$ cat config.mk
export PLATFORM = sky130hd
export DESIGN_NAME = imem_load_ctrl
export DESIGN_NICKNAME = d
export VERILOG_FILES = /design/src/rtl/imem_pkg.sv /design/src/rtl/imem_load_timeout.sv /design/src/rtl/imem_load_ctrl.sv
export SDC_FILE = /design/constraint.sdc
export NUM_CORES = 1
export LEC_CHECK = 0
export ABC_AREA = 1
export BUFFER_PORTS_ARGS = -buffer_cell sky130_fd_sc_hd__buf_4
export CELL_PAD_IN_SITES_DETAIL_PLACEMENT = 0
export CELL_PAD_IN_SITES_GLOBAL_PLACEMENT = 2
export CORE_UTILIZATION = 35
export CTS_BUF_LIST = sky130_fd_sc_hd__clkbuf_4
export DETAILED_ROUTE_END_ITERATION = 7
export PLACE_DENSITY_LB_ADDON = 0.1
export SLEW_MARGIN = 5
export SYNTH_ARGS = -nofsm -noshare
export SYNTH_HDL_FRONTEND = slang
export SYNTH_SLANG_ARGS = --single-unit
$ cat constraint.sdc
create_clock -name clk -period 5.7 [get_ports clk]
set_clock_uncertainty 0.15 [all_clocks]
set_input_delay 1.14 -clock clk [delete_from_list [all_inputs] [get_ports clk]]
set_output_delay 1.14 -clock clk [all_outputs]
set_load 0.05 [all_outputs]
$ cat src/rtl/imem_pkg.sv
// Shared definitions for the instruction-memory loader: state encoding,
// default frame sync byte and memory depth.
package imem_pkg;

   localparam int unsigned IMEM_SIZE = 1024;
   localparam logic [7:0]  SYNC_BYTE = 8'hA5;

   typedef enum logic [2:0] {
      ST_IDLE   = 3'd0,
      ST_CLEAR  = 3'd1,
      ST_LEN_HI = 3'd2,
      ST_LEN_LO = 3'd3,
      ST_DATA   = 3'd4,
      ST_CSUM   = 3'd5
   } state_t;

   function automatic logic [7:0] csum_add(input logic [7:0] acc, input logic [7:0] b);
      return acc + b;
   endfunction

endpackage

$ cat src/rtl/imem_load_timeout.sv
// Loadable down-counter for byte-gap supervision: kick reloads LIMIT,
// expire flags the LIMIT-th consecutive enabled cycle without a kick.
module imem_load_timeout #(
   parameter int unsigned LIMIT = 1_000_000
) (
   input  logic clk,
   input  logic rst,
   input  logic en,
   input  logic kick,
   output logic expire
);

   localparam int unsigned W = $clog2(LIMIT + 1);

   logic [W-1:0] cnt_q, cnt_d;

   always_comb begin
      cnt_d = cnt_q;
      if (kick)
         cnt_d = W'(LIMIT);
      else if (en && cnt_q != '0)
         cnt_d = cnt_q - W'(1);
   end

   // Fires on the cycle whose decrement would reach zero.
   assign expire = en && !kick && (cnt_q == W'(1));

   always_ff @(posedge clk or posedge rst) begin
      if (rst) cnt_q <= '0;
      else     cnt_q <= cnt_d;
   end

endmodule

$ cat src/rtl/imem_load_ctrl.sv
// Instruction-memory write sequencer: framed UART download with length and
// checksum checks, plus a full-memory clear. Holds the CPU while writing.
module imem_load_ctrl
   import imem_pkg::*;
#(
   parameter int unsigned SIZE    = IMEM_SIZE,
   parameter logic [7:0]  SYNC    = SYNC_BYTE,
   parameter int unsigned TIMEOUT = 1_000_000
) (
   input  logic        clk,
   input  logic        rst,
   input  logic        clear_req,
   input  logic        uart_v,
   input  logic [7:0]  uart_d,
   output logic        im_we,
   output logic [31:0] im_wa,
   output logic [31:0] im_wd,
   output logic        cpu_hold,
   output logic        busy,
   output logic        load_done,
   output logic        load_err
);

   localparam logic [16:0] SIZE_L  = 17'(SIZE);
   localparam logic [31:0] LAST_WA = 32'(SIZE - 1);

   state_t      state_q, state_d;
   logic        im_we_q, im_we_d;
   logic [31:0] im_wa_q, im_wa_d;
   logic [31:0] im_wd_q, im_wd_d;
   logic        hold_q, hold_d;
   logic        done_q, done_d;
   logic        err_q, err_d;
   logic [1:0]  byte_cnt_q, byte_cnt_d;
   logic [15:0] word_cnt_q, word_cnt_d;
   logic [15:0] len_q, len_d;
   logic [7:0]  csum_q, csum_d;
   logic        in_frame, tmo_expire;

   assign in_frame = (state_q == ST_LEN_HI) || (state_q == ST_LEN_LO) ||
                     (state_q == ST_DATA)   || (state_q == ST_CSUM);

   imem_load_timeout #(.LIMIT(TIMEOUT)) u_timeout (
      .clk    (clk),
      .rst    (rst),
      .en     (in_frame),
      .kick   (uart_v),
      .expire (tmo_expire)
   );

   always_comb begin
      state_d    = state_q;
      im_we_d    = 1'b0;
      im_wa_d    = im_wa_q;
      im_wd_d    = im_wd_q;
      done_d     = done_q;
      err_d      = err_q;
      byte_cnt_d = byte_cnt_q;
      word_cnt_d = word_cnt_q;
      len_d      = len_q;
      csum_d     = csum_q;
      case (state_q)
         ST_IDLE: begin
            if (clear_req) begin
               state_d = ST_CLEAR;
               im_we_d = 1'b1;
               im_wa_d = '0;
               im_wd_d = '0;
            end else if (uart_v && uart_d == SYNC) begin
               state_d = ST_LEN_HI;
               done_d  = 1'b0;
               err_d   = 1'b0;
            end
         end
         ST_CLEAR: begin
            if (im_wa_q == LAST_WA) begin
               state_d = ST_IDLE;
               im_wa_d = '0;
            end else begin
               im_we_d = 1'b1;
               im_wa_d = im_wa_q + 32'd1;
            end
         end
         ST_LEN_HI: begin
            if (uart_v) begin
               len_d   = {uart_d, 8'h00};
               state_d = ST_LEN_LO;
            end
         end
         ST_LEN_LO: begin
            if (uart_v) begin
               len_d = {len_q[15:8], uart_d};
               if (len_d == 16'd0 || {1'b0, len_d} > SIZE_L) begin
                  err_d   = 1'b1;
                  state_d = ST_IDLE;
               end else begin
                  state_d    = ST_DATA;
                  word_cnt_d = '0;
                  byte_cnt_d = '0;
                  csum_d     = '0;
               end
            end
         end
         ST_DATA: begin
            // The write of the final word occupies one DATA cycle so that
            // im_we is never seen in CSUM; a byte landing there is the checksum.
            if (im_we_q && word_cnt_q == len_q) begin
               if (uart_v) begin
                  if (uart_d == csum_q) done_d = 1'b1;
                  else                  err_d  = 1'b1;
                  state_d = ST_IDLE;
               end else begin
                  state_d = ST_CSUM;
               end
            end else if (uart_v) begin
               im_wd_d    = {im_wd_q[23:0], uart_d};
               csum_d     = csum_add(csum_q, uart_d);
               byte_cnt_d = byte_cnt_q + 2'd1;
               if (byte_cnt_q == 2'd3) begin
                  im_we_d    = 1'b1;
                  im_wa_d    = {16'h0000, word_cnt_q};
                  word_cnt_d = word_cnt_q + 16'd1;
               end
            end
         end
         ST_CSUM: begin
            if (uart_v) begin
               if (uart_d == csum_q) done_d = 1'b1;
               else                  err_d  = 1'b1;
               state_d = ST_IDLE;
            end
         end
         default: state_d = ST_IDLE;
      endcase
      // A gap timeout abandons the frame; a half-assembled word is dropped.
      if (in_frame && tmo_expire) begin
         state_d = ST_IDLE;
         err_d   = 1'b1;
         im_we_d = 1'b0;
      end
      hold_d = (state_d != ST_IDLE);
   end

   always_ff @(posedge clk or posedge rst) begin
      if (rst) begin
         state_q    <= ST_IDLE;
         im_we_q    <= 1'b0;
         im_wa_q    <= '0;
         im_wd_q    <= '0;
         hold_q     <= 1'b0;
         done_q     <= 1'b0;
         err_q      <= 1'b0;
         byte_cnt_q <= '0;
         word_cnt_q <= '0;
         len_q      <= '0;
         csum_q     <= '0;
      end else begin
         state_q    <= state_d;
         im_we_q    <= im_we_d;
         im_wa_q    <= im_wa_d;
         im_wd_q    <= im_wd_d;
         hold_q     <= hold_d;
         done_q     <= done_d;
         err_q      <= err_d;
         byte_cnt_q <= byte_cnt_d;
         word_cnt_q <= word_cnt_d;
         len_q      <= len_d;
         csum_q     <= csum_d;
      end
   end

   assign im_we     = im_we_q;
   assign im_wa     = im_wa_q;
   assign im_wd     = im_wd_q;
   assign cpu_hold  = hold_q;
   assign busy      = hold_q;
   assign load_done = done_q;
   assign load_err  = err_q;

endmodule

# After elaboration in Yosys (flattened, before gate mapping)
# Index checks and enable logic that the tools add are counted.
# word_totals
reg_bits	133
in_bits	12
output_inout_bits	69
wordCells	137
# classes
addsub	5
magnitude_cmp	1
eq_ne	26
mux	61
n_bitwise	1
reduce_logical	30
# op_table
operator	n
$mux W32	7
$mux W16	6
$pmux W32 S3	1
$pmux W16 S2	2
$pmux W32 S2	1
$mux W20	2
$mux W8	5
$add A32 B1 Y32 const B	1
$eq A32 B10 Y1 const B	1
$mux W3	10
$eq A20 B1 Y1 const B	1
$reduce_bool A20 Y1	1
$sub A20 B1 Y20 const B	1
$pmux W3 S6	1
$mux W1	17
$add A16 B1 Y16 const B	1
$eq A16 B16 Y1	1
$gt A16 B11 Y1 const B	1
$logic_not A16 Y1	1
$ne A2 B2 Y1 const B	8
$pmux W8 S2	1
$reduce_and A6 Y1	2
$reduce_and A5 Y1	2
$reduce_bool A3 Y1	3
25 further kinds	47

# Logic depth before layout (Yosys ltp)
# depth
depth_word	9
depth_mapped	15
mapped_depth_nobuf	14

# Modules after synthesis
# Synthesis repeated with hierarchy kept, for this count alone.
# unflattened
hier_cells	1146
area_unflattened_um2	8176.6
# modules_own_cells
mod	instances	cells_each	area_per_inst_um2	seq_area_each_um2
imem_load_ctrl	1	923	6681.4	2827.7
imem_load_timeout	1	223	1495.2	500.5

# Least setup slack after synthesis
# Ideal clock, no wire load.
# synth_path
path_type	input-to-reg
startpoint	in uart_d[0]
endpoint	reg csum_q[4]
setup_ns	0.123
t_arrival_ns	2.236
required_time_ns	5.427
setup_slack_ns	3.191
path_stages	7
path_buffers	0
cell_sequence	ha_1 fa_1 a31oi_1 xor2_1 nor2_1 nand2_1 nand2_1
# synth_via
elab_chain_len	4
elab_cells_between_ends	9
cone_classes	1 x add/sub; 1 x order compare; 1 x eq/ne; 3 x mux; 3 x reduce/logical
# synth_lines
element	line_no	rtl
start, declared	imem_load_ctrl.sv:14	input logic [7:0] uart_d,
$gt A16 B11 Y1 (tied with other cells)	imem_load_ctrl.sv:93	if (len_d == 16'd0 || {1'b0, len_d} > SIZE_L) begin
$logic_or A1 B1 Y1 / $mux W8 (equally long branches)	imem_load_ctrl.sv:93, imem_load_ctrl.sv:115	
$ne A2 B2 Y1 (no line) / $mux W8 (equally long branches)	n/a	
$reduce_and A5 Y1 (no line) / $pmux W8 S2 (equally long branches)	n/a	
end signal, assigned	imem_load_ctrl.sv:168	csum_q <= csum_d;
end, declared	imem_load_ctrl.sv:37	logic [7:0] csum_q, csum_d;
# Parallel ways exist; a longest one is shown, timed or not. The select of a mux whose other input is x is not followed.
# A chain may end at the register's enable or synchronous reset.

# Final worst setup path
# layout_path
startpoint	reg state_q[2]
endpoint	reg hold_q, in the netlist busy
# layout_via
elab_chain_len	9
elab_cells_between_ends	22
cone_classes	5 x eq/ne; 9 x mux; 8 x reduce/logical
# layout_lines
element	line_no	rtl
start, declared	imem_load_ctrl.sv:27	state_t state_q, state_d;
start signal, assigned	imem_load_ctrl.sv:158	state_q <= state_d;
$eq A3 B2 Y1	imem_load_ctrl.sv:40, imem_load_ctrl.sv:62	
$logic_or A1 B1 Y1 (2 in a row)	imem_load_ctrl.sv:40	assign in_frame = (state_q == ST_LEN_HI) || (state_q == ST_LEN_LO) ||
$logic_or A1 B1 Y1	imem_load_ctrl.sv:41	(state_q == ST_DATA) || (state_q == ST_CSUM);
$logic_and A1 B1 Y1 (2 in a row)	imem_load_timeout.sv:26	assign expire = en && !kick && (cnt_q == W'(1));
$logic_and A1 B1 Y1	imem_load_ctrl.sv:136	if (in_frame && tmo_expire) begin
$mux W3 *	imem_load_ctrl.sv:136	
$reduce_bool A3 Y1 *	imem_load_ctrl.sv:141	hold_d = (state_d != ST_IDLE);
net hold_d	imem_load_ctrl.sv:31	logic hold_q, hold_d;
end signal, assigned	imem_load_ctrl.sv:162	hold_q <= hold_d;
end, declared	imem_load_ctrl.sv:31	
# Mark *: on every way through the listed nets, which the timed path passes. The rest lies on a longest branch.

==> reports/metrics.csv <==
stage,metric,value,unit
synth,cell with the most instances after synthesis,nand2_1,
synth,Post-synth EDFFs,0,
timing,min setup slack post-route,2.891,ns
route,via/cell ratio,4.859,
synth,post-synthesis net count,1249,
setup_path,Worst Path Arrival,3.11,ns
clocking,"Clk pin slew, worst setup/hold paths",0.14,ns
setup_path,CP Class,register to register,
power,Clk pwr share,27.4,%
placement,Place WS,2.484,ns
clocking,setup bufs post-CTS,0,
setup_path,startpoint type of the worst setup path,register,
synth,synth top area cells,"dfrtp_1 (40%), nand2_1 (16%), nand3_1 (7.7%)",
power,Pwr Total,2.679,mW
global_routing,vias in the first global route,7610,
die,Die W,157.0,µm
finish,nets,1308,
setup_path,CP max stage delay,0.61,ns
global_routing,initial antenna violation count,1,
finish,register area,0.003328,mm²
finish,filler cell count,2604,
die,Initial Util,35.71,%
synth,Yosys top cell by area,dfrtp_1,
finish,area of the multi-input gates,0.004303,mm²
timing,final hold violations,0,
job,# Max-Cap Violations,0,
finish,layout cells sized above 1,12.14,%
route,via count,7838,
timing,FMAX,0.3559,GHz
synth,Yosys reg bits,133,
synth,sequential cell area fraction in the yosys report,39.59,%
power,Flop pwr share,44.2,%
timing,Final min period,2.809,ns
global_routing,largest net degree at the start of global routing,104,
setup_path,crit path max fanout,15,
setup_path,Reg2Reg Depth,9,
hold_path,Min-Delay Path Depth,2,
setup_path,CP required,6.00,ns
die,Core ar.,0.02354,mm²
synth,Post-synth ARST share,100.0,%
placement,count of input and output buffers,80,
setup_path,"CP delay by family, top",simple AND/OR/NAND/NOR gates,
timing,actual slew at the worst max-slew pin,0.9986,ns
route,final wirelength,25730,µm
route,routed length per instance,15.95,µm
synth,Mapped Cells,1221,
die,Die Y,157.0,µm
global_routing,GRT Total Usage,21.93,%
synth,Post-synth top flop,dfrtp_1,
clocking,deepest clock path buffer count,2,
power,pwr/cell area,281.7,mW/mm²
synth,synth cell count leaders,"nand2_1 (366), nor2_1 (154), dfrtp_1 (133), inv_1 (132), nand3_1 (130)",
synth,mapped cell area,0.008407,mm²
setup_path,Crit. End Element,register,
clocking,H-tree Lvls,4,
timing,final period utilization,49.29,%
timing,worst relative slew slack,33.43,%
placement,routability congestion estimate from global placement,0.8068,
status,outcome,finished clean,
synth,post-synthesis cell type count,44,
power,Max VDD drop,0.1448,mV
route,Pre-antenna DRT Iters,5,
clocking,CTS resizes,0,
synth,Post-Syn Area per Cell,6.885,µm²
timing,final setup vio count,0,
timing,Setup Total Neg Slack,0,ns
timing,RSZ-0062 raised after global routing,false,
die,I/O pin cnt,81,
timing,Min Hold Slack,0.3751,ns
finish,Util after Layout,40.39,%
global_routing,GRT overflow,0,
hold_path,HP Class,register to register,
die,DIE AREA,0.02464,mm²
clocking,root buf cell,clkbuf_4,
setup_path,cell mode on critical path,nand2_1,
setup_path,Crit path depth,9,
clocking,clock sinks,133,
finish,Area growth syn-to-layout,13.11,%
timing,Max Slew Vio Count,0,
power,leak pwr,4.605,nW
synth,Yosys top cell area share,39.59,%
placement,hpwl dp,18130,µm
clocking,insertion delay to the later sink of the worst-skew pair,0.57,ns
synth,YS warnings,0,
setup_path,critical-path cell list,"inv_2, nand2_1, inv_1, nand2_2, nand2_1, nor2_1, nand2_1, nand2_1, nand3_1",
power,P_sw,1.141,mW
global_routing,global-route wire length before repair,41840,µm
setup_path,sum of buffers and inverters on the critical path,2,
clocking,Post-CTS Hold Fix Bufs,0,
route,DR iter-0 viols,507,
route,Routed Antenna Nets,0,
setup_path,CP max stage cell,nand2_1,
power,Int Power,1.538,mW
power,switching power share of the total,42.58,%
route,drt drc,0,
power,logic gate share of total power,28.4,%
clocking,CTS tree,yes,
clocking,total CTS buffers,17,
die,# rows,56,
cells by family after synthesis:
kind of cell / count (synthesis) / share of synthesized area [%]
flip-flops: 133 / 39.59
adder cells (fa/ha/maj): 16 / 2.471
AO/OA/AOI/OAI: 116 / 7.725
XOR/XNOR: 30 / 3.126
buffers and inverters: 186 / 9.227
AND/OR/NAND/NOR: 740 / 37.86
state kept, by name, summed over array words and instances, names as in the netlist:
name	flops
u_timeout.cnt_q	20
len_q	16
csum_q	8
load_done	1
im_wa	32
busy	1
byte_cnt_q	2
state_q	3
im_wd	32
load_err	1
im_we	1
word_cnt_q	16
tightest hold or removal path, delay by kind of cell, from the launching register on:
family,cells,cell delay [ns]
AOI/OAI and AO/OA,1,0.08
DFF,1,0.37
and+or+nand+nor,1,0.06
path summary, 6_finish.rpt:
kind / start / end / slack (ns)
worst max-delay path: state_q[2] / busy / 2.89
worst min-delay path: csum_q[3] / csum_q[3] / 0.38
worst max register to register: state_q[2] / busy / 2.89
max in group asynchronous: rst / im_wd[5] / 3.71
worst min register to register: csum_q[3] / csum_q[3] / 0.38
min in group asynchronous: rst / word_cnt_q[2] / 0.62
layer usage:
metal	GRT usage [%]	share of wire, %
met3	3.607	3.1
met4	4.995	1.0
met1	31.31	51
met2	34.46	45
met5	0	0
cell type report:
cell class	count	area share [%]
Multi-Input combinational cell	902	45.25
Sequential cell	133	35.00
Timing Repair Buffer	83	6.553
Inverter	143	5.697
Tap cell	319	4.197
Clock inverter	15	1.934
Clock buffer	17	1.342
Antenna cell	1	0.02632
power by group through the flow:
stage	logic (mW)	clock network, mW	registers, mW
final	0.762	0.734	1.18
after global routing	0.836	0.800	1.20
after CTS	0.767	0.766	1.18
after detailed placement	0.765	0	1.20
after global placement	0.761	0	1.21
after floorplan	0.355	0	1.38
metrics by stage:
| step | instances | instance area (µm²) |
|---|---|---|
| after floorplan | 1221 | 8407 |
| after global placement | 1580 | 9195 |
| after detailed placement | 1580 | 9195 |
| after CTS | 1612 | 9507 |
| after global routing | 1613 | 9509 |
| final | 1613 | 9509 |
cell usage in the layout (no fill, tap or decap), types with 10 or more instances in the layout:
master / count
nor2_1: 154
dfrtp_1: 133
buf_4: 83
clkbuf_4: 17
ha_1: 15
nand2_1: 366
inv_1: 131
o21ai_1: 24
xor2_1: 21
or2_2: 11
nand4_1: 34
nor3_1: 27
inv_2: 10
o21ai_0: 57
nand3_1: 130
Note: power is estimated with default switching activity, not from simulation.
